## src/rtl/ob_pkg.sv

```systemverilog
// ob_pkg: definitions shared by the order-book command scheduler.
//   - order word field positions {price, is_buy, is_bot, qty}
//   - ob_cmd_op and grant_src encodings
//   - scheduler FSM state encoding
package ob_pkg;

  localparam int PRICE_MSB  = 31;
  localparam int PRICE_LSB  = 16;
  localparam int IS_BUY_BIT = 15;
  localparam int IS_BOT_BIT = 14;
  localparam int QTY_MSB    = 13;
  localparam int QTY_LSB    = 0;

  typedef enum logic [1:0] {
    OP_NONE  = 2'b00,
    OP_ORDER = 2'b01,
    OP_DUMP  = 2'b10
  } ob_op_e;

  typedef enum logic [1:0] {
    SRC_NONE = 2'b00,
    SRC_NET  = 2'b01,
    SRC_BOT  = 2'b10,
    SRC_DUMP = 2'b11
  } ob_src_e;

  typedef enum logic [1:0] {
    ST_IDLE      = 2'b00,
    ST_ISSUE     = 2'b01,
    ST_GUARD     = 2'b10,
    ST_WAIT_DONE = 2'b11
  } ob_state_e;

  function automatic logic qty_is_zero(input logic [31:0] order);
    return (order[QTY_MSB:QTY_LSB] == '0);
  endfunction

endpackage

```

## src/rtl/ob_rr_arb2.sv

```systemverilog
// ob_rr_arb2: two-input round-robin arbiter.
// Ports:
//   clk_engine, rst_engine_n  clock / async active-low reset
//   req_net, req_bot          requests
//   update                    advance the last-grant pointer to the current winner
//   grant_net, grant_bot      one-hot grant (combinational)
module ob_rr_arb2 (
  input  logic clk_engine,
  input  logic rst_engine_n,
  input  logic req_net,
  input  logic req_bot,
  input  logic update,
  output logic grant_net,
  output logic grant_bot
);

  // 1 when bot held the last grant; reset value makes net win the first tie
  logic last_bot;

  always_comb begin
    grant_net = req_net && (!req_bot || last_bot);
    grant_bot = req_bot && (!req_net || !last_bot);
  end

  always_ff @(posedge clk_engine or negedge rst_engine_n) begin
    if (!rst_engine_n) begin
      last_bot <= 1'b1;
    end else if (update) begin
      last_bot <= grant_bot;
    end
  end

endmodule

```

## src/rtl/ob_cmd_scheduler.sv

```systemverilog
// ob_cmd_scheduler: arbitrates network and bot order streams plus book-dump
// requests into a single command stream to the order book engine, one command
// in flight at a time, with a watchdog on engine_busy.
// Ports:
//   clk_engine, rst_engine_n          clock / async active-low reset
//   net_tdata/tvalid/tready           network order stream
//   bot_tdata/tvalid/tready           bot order stream
//   dump_req                          single-cycle dump request
//   ob_cmd_data/op/valid, ob_cmd_ready command to the engine
//   engine_busy                       engine processing indication
//   grant_src                         source of the last issued command
//   timeout_err, clr_err              sticky watchdog flag and its clear
//   order_cnt, drop_cnt               issued orders / discarded zero-qty orders
//
// state     | meaning
// ----------+-------------------------------------------------------------
// IDLE      | choose pending dump, else pop round-robin winner
// ISSUE     | ob_cmd_valid held until ob_cmd_ready
// GUARD     | one cycle with engine_busy ignored (engine may raise it late)
// WAIT_DONE | wait for engine_busy low, watchdog running
module ob_cmd_scheduler
  import ob_pkg::*;
#(
  parameter int TIMEOUT_CYC = 1024,
  parameter int CNT_W       = 16
) (
  input  logic             clk_engine,
  input  logic             rst_engine_n,
  input  logic [31:0]      net_tdata,
  input  logic             net_tvalid,
  output logic             net_tready,
  input  logic [31:0]      bot_tdata,
  input  logic             bot_tvalid,
  output logic             bot_tready,
  input  logic             dump_req,
  output logic [31:0]      ob_cmd_data,
  output logic [1:0]       ob_cmd_op,
  output logic             ob_cmd_valid,
  input  logic             ob_cmd_ready,
  input  logic             engine_busy,
  output logic [1:0]       grant_src,
  output logic             timeout_err,
  input  logic             clr_err,
  output logic [CNT_W-1:0] order_cnt,
  output logic [CNT_W-1:0] drop_cnt
);

  localparam int WD_W = (TIMEOUT_CYC > 2) ? $clog2(TIMEOUT_CYC) : 1;
  localparam logic [WD_W-1:0] WD_LAST = WD_W'(TIMEOUT_CYC - 1);

  ob_state_e       state;
  ob_src_e         src_hold;
  logic            dump_pend;
  logic [WD_W-1:0] wd_cnt;

  logic        pop_en;
  logic        grant_net;
  logic        grant_bot;
  logic        popped;
  logic [31:0] pop_data;
  logic        dump_take;
  logic        timeout_hit;

  // Popping is only allowed in IDLE with no dump waiting; reset is folded in
  // so both treadys read 0 while reset is asserted.
  assign pop_en = rst_engine_n && (state == ST_IDLE) && !dump_pend;

  ob_rr_arb2 u_arb (
    .clk_engine  (clk_engine),
    .rst_engine_n(rst_engine_n),
    .req_net     (net_tvalid && pop_en),
    .req_bot     (bot_tvalid && pop_en),
    .update      (popped),
    .grant_net   (grant_net),
    .grant_bot   (grant_bot)
  );

  assign net_tready  = grant_net;
  assign bot_tready  = grant_bot;
  assign popped      = grant_net || grant_bot;
  assign pop_data    = grant_bot ? bot_tdata : net_tdata;
  assign dump_take   = (state == ST_IDLE) && dump_pend;
  assign timeout_hit = (state == ST_WAIT_DONE) && engine_busy && (wd_cnt == WD_LAST);

  always_ff @(posedge clk_engine or negedge rst_engine_n) begin
    if (!rst_engine_n) begin
      state        <= ST_IDLE;
      src_hold     <= SRC_NONE;
      dump_pend    <= 1'b0;
      wd_cnt       <= '0;
      ob_cmd_valid <= 1'b0;
      ob_cmd_op    <= OP_NONE;
      ob_cmd_data  <= '0;
      grant_src    <= SRC_NONE;
      timeout_err  <= 1'b0;
      order_cnt    <= '0;
      drop_cnt     <= '0;
    end else begin
      // a request landing on the consuming cycle re-arms the flag
      dump_pend <= dump_req || (dump_pend && !dump_take);

      if (timeout_hit) begin
        timeout_err <= 1'b1;
      end else if (clr_err) begin
        timeout_err <= 1'b0;
      end

      case (state)
        ST_IDLE: begin
          if (dump_pend) begin
            ob_cmd_valid <= 1'b1;
            ob_cmd_op    <= OP_DUMP;
            ob_cmd_data  <= '0;
            src_hold     <= SRC_DUMP;
            state        <= ST_ISSUE;
          end else if (popped) begin
            if (qty_is_zero(pop_data)) begin
              drop_cnt <= drop_cnt + CNT_W'(1);
            end else begin
              ob_cmd_valid <= 1'b1;
              ob_cmd_op    <= OP_ORDER;
              ob_cmd_data  <= pop_data;
              src_hold     <= grant_bot ? SRC_BOT : SRC_NET;
              state        <= ST_ISSUE;
            end
          end
        end
        ST_ISSUE: begin
          if (ob_cmd_ready) begin
            ob_cmd_valid <= 1'b0;
            ob_cmd_op    <= OP_NONE;
            ob_cmd_data  <= '0;
            grant_src    <= src_hold;
            if (ob_cmd_op == OP_ORDER) begin
              order_cnt <= order_cnt + CNT_W'(1);
            end
            state <= ST_GUARD;
          end
        end
        ST_GUARD: begin
          wd_cnt <= '0;
          state  <= ST_WAIT_DONE;
        end
        ST_WAIT_DONE: begin
          if (!engine_busy || timeout_hit) begin
            state <= ST_IDLE;
          end else begin
            wd_cnt <= wd_cnt + 1'b1;
          end
        end
        default: state <= ST_IDLE;
      endcase
    end
  end

endmodule
```

## config.mk

```make
export PLATFORM = sky130hd
export DESIGN_NAME = ob_cmd_scheduler
export DESIGN_NICKNAME = d
export VERILOG_FILES = /design/src/rtl/ob_pkg.sv /design/src/rtl/ob_rr_arb2.sv /design/src/rtl/ob_cmd_scheduler.sv
export SDC_FILE = /design/constraint.sdc
export NUM_CORES = 1
export LEC_CHECK = 0
export ABC_AREA = 1
export CORE_UTILIZATION = 46
export CTS_CLUSTER_DIAMETER = 50
export DETAILED_ROUTE_END_ITERATION = 10
export GPL_TIMING_DRIVEN = 0
export HOLD_SLACK_MARGIN = 0.08
export PLACE_DENSITY = 0.8
export SYNTH_ARGS = -nofsm -noshare
export SYNTH_HDL_FRONTEND = slang
export SYNTH_HIERARCHICAL = 1
export SYNTH_SLANG_ARGS = --single-unit
```

## constraint.sdc

```tcl
create_clock -name clk_engine -period 5 [get_ports clk_engine]
set_input_delay 1 -clock clk_engine [delete_from_list [all_inputs] [get_ports clk_engine]]
set_output_delay 1 -clock clk_engine [all_outputs]
set_load 0.01 [all_outputs]
```

==> flow_summary.ini <==
[timing]
fin_crit_sh = 0.7479
slew_headroom = 0.6294
setup_tns_ns = 0
setup_viol = 0
finalWorstSetupSlack_ns = 1.261
fin_crit_ns = 3.739
hold_viol = 0
finalClockSkew_ns = 0.008810
rsz0062_at_grt = no
max_freq_mhz = 267.4
worstMarginPinSlew_ns = 0.5558
maxSlewViolCount = 0

[floorplan]
start_util = 0.4757
fp.coreArea_sq_um = 10320
die_h_um = 105.3
fp.dieW_um = 105.3
num_rows = 37
ioPinCount = 144
die_area_sq_um = 11090

[power]
pwr-share-comb = 0.461
irDropWorstVdd_v = 0.0002079
p_clk_frac = 0.176
p_total_mw = 2.641
powerDensity_nw_per_um2 = 392.8
intPower_mw = 1.584
seqPwrFrac = 0.363
p_leak_nw = 3.160
p_switching_mw = 1.057
sw_frac_of_total = 0.4001

[cells_and_area]
post-route-util = 0.6513
n_antenna_cell = 0
nets = 872
fin_cells = 933
drive_above_1_share = 0.06524
syn_to_final_growth_pct = 36.92

[logic_synthesis]
synthXorXnorAreaFrac = 0.05529
synthTopCellsByArea = dfrtp_1 43%, nand2_1 17%, nand4_1 7.3%
synthAdderAreaFrac = 0.02038
synth_top_family_by_area = simple AND/OR/NAND/NOR gates
ys_ff_latch = 86
yosysSeqAreaShare = 0.4385
synth_top_flop_cell = dfrtp_1
synth_top_area_frac = 0.4331
synth_area_per_cell_sq_um = 7.710
syn_area_sq_um = 4911
synth_compound_area_frac = 0.06268
muxShareOfSynthArea = 0
synth_edf_count = 0
synthCells = 637
synth.distinct_cells = 33
async_flop_share = 1.000
yosys_warnings = 6
synth_top_area_cell = dfrtp_1
synth_nets = 717
synth_simple_gate_area_share = 0.3483

[clock_network]
path_clk_slew_ns = 0.08
cts_tree = yes
cts.sinks = 86
cts_hold_buffers = 0
clkLatencyLatePin_ns = 0.36
cts_setup_buffers = 0
root_buffer = clkbuf_8
cts_buffers = 9
cts_resized = 0
h-tree-depth = 3
clk_path_buf_depth = 2

[global_routing]
grt-ovfl-total = 0
grt_antenna_before_repair = 0
grtUsageTotal = 0.2495
grt_max_degree = 73
grt_first_pass_wirelength_um = 22300
grt_use_met1 = 0.3288
grt_pass1_vias = 4724
top_usage_layer = met2
grtUsageMet2 = 0.4098
grt_util_met3 = 0.04576

[drt]
wl_per_cell_um = 14.23
first_pass_iters = 5
drtAntennaViolNets = 0
drt-vias-per-instance = 5.298
drc = 0
vias = 4943
drt_iter0_markers = 311
drt-total-wl_um = 13280

[setup_path]
r2r-end = ob_cmd_data[27]
worstSetupEndpoint = net_tready
r2r_cells = 16
path_class = primary input to output pin
worstSetupStartpoint = rst_engine_n
critPathMaxFanout = 72
r2r_slack_ns = 1.79
start_kind = primary input
crit_required_ns = 4.00
reg2reg_from = state[0]
critPathArrivalTime_ns = 2.74
endpoint_kind = output pin

[status]
outcome = completed

[place]
dp_hpwl_um = 9939
pre_cts_ws_ns = 1.261
port_buffers = 143
placed_cells_incl_taps = 917
place.gp.congestion = 0.9169

[hold_path]
hp-class = flop to flop

[flow_run]
cap_violations = 0
registers in the layout, summed over array words and instances (netlist names):
signal          count
drop_cnt           16
dump_pend           1
grant_src           2
ob_cmd_data        32
ob_cmd_op           2
ob_cmd_valid        1
order_cnt          16
src_hold            2
state               2
timeout_err         1
u_arb/last_bot      1
wd_cnt             10
power by group through the flow:
stage          clock network, mW  registers [mW]  logic [mW]
3_5_place_dp                   0           0.971        1.20
2_1_floorplan                  0            1.02       0.601
5_1_grt                    0.503           0.979        1.35
6_report                   0.466           0.958        1.22
4_1_cts                    0.474           0.958        1.21
3_3_place_gp                   0           0.963        1.17
final cells by class:
class	instances	area (sq um)
flip-flops and latches	86	2153
plain buffers	30	185.2
clock inverters	3	17.52
fillers	885	3600
clock buffers	13	168.9
multi-input cells	473	2390
inverters	48	182.7
well taps	136	170.2
repair buffers	144	1456
synth_stat cells (9+ instances only):
cell / instances
xnor2_1: 14
nor2_1: 57
nand3_1: 25
nor3_1: 9
xor2_1: 17
nand4_1: 57
a22oi_1: 18
o21ai_0: 12
nand2_1: 216
inv_1: 47
a21oi_1: 14
dfrtp_1: 85
clkbuf_1: 12
stage by stage:
stage,hold WS [ns],cell area (sq um)
final,0.4749,6724
after global routing,0.4979,6724
after CTS,0.4779,6724
after detailed placement,0.4582,6538
after global placement,0.4527,6513
after floorplan,0.4422,4911
layer usage:
| layer | part of all wire | wire length (um) | up-vias |
|---|---|---|---|
| met3 | 0.071 | 937 | 28 |
| met2 | 0.48 | 6377 | 189 |
| met5 | 0 | 0 | - |
| li1 | - | - | 2402 |
| met4 | 0.019 | 256 | 0 |
| met1 | 0.43 | 5708 | 2324 |
critical path, stage by stage:
cell and delay [ns]:
buf_4 0.24, buf_16 0.32, nand2_1 0.16, nor2_1 0.14, a21boi_1 0.23, clkdlybuf4s50_1 0.57
logic make-up (layout without fill, tap and decap cells):
group,after synthesis,in the layout
fa+ha+maj,8,8
flops,86,86
xor+xnor,31,31
simple gates,384,384
compound gates,50,50
buf+inv,78,238
worst min-delay path by stage:
stage,slack [ns],to,startpoint,depth (start not counted)
global route,0.50,ob_cmd_data[26],ob_cmd_data[26],2
floorplan,0.44,grant_src[0],src_hold[0],2
finish,0.47,ob_cmd_data[29],ob_cmd_data[29],2
CTS,0.48,ob_cmd_data[29],ob_cmd_data[29],2
detailed placement,0.46,ob_cmd_data[19],ob_cmd_data[19],2
global placement,0.45,ob_cmd_data[19],ob_cmd_data[19],2
placed cells by master (no fill, tap or decap), types with 5 or more instances in the layout:
| master | count |
|---|---|
| nand4_1 | 57 |
| clkbuf_1 | 13 |
| xor2_1 | 17 |
| a21oi_1 | 14 |
| nor3_1 | 9 |
| xnor2_1 | 14 |
| clkbuf_8 | 12 |
| buf_6 | 6 |
| ha_1 | 8 |
| nand2_1 | 216 |
| nor2_1 | 57 |
| nand3b_1 | 5 |
| nor2_2 | 5 |
| o21ai_0 | 12 |
| dfrtp_1 | 85 |
| inv_1 | 47 |
| a22oi_1 | 18 |
| clkdlybuf4s50_1 | 142 |
| buf_4 | 6 |
| nand3_1 | 25 |
| buf_2 | 7 |
No activity file was read; power rests on OpenSTA's default activity.
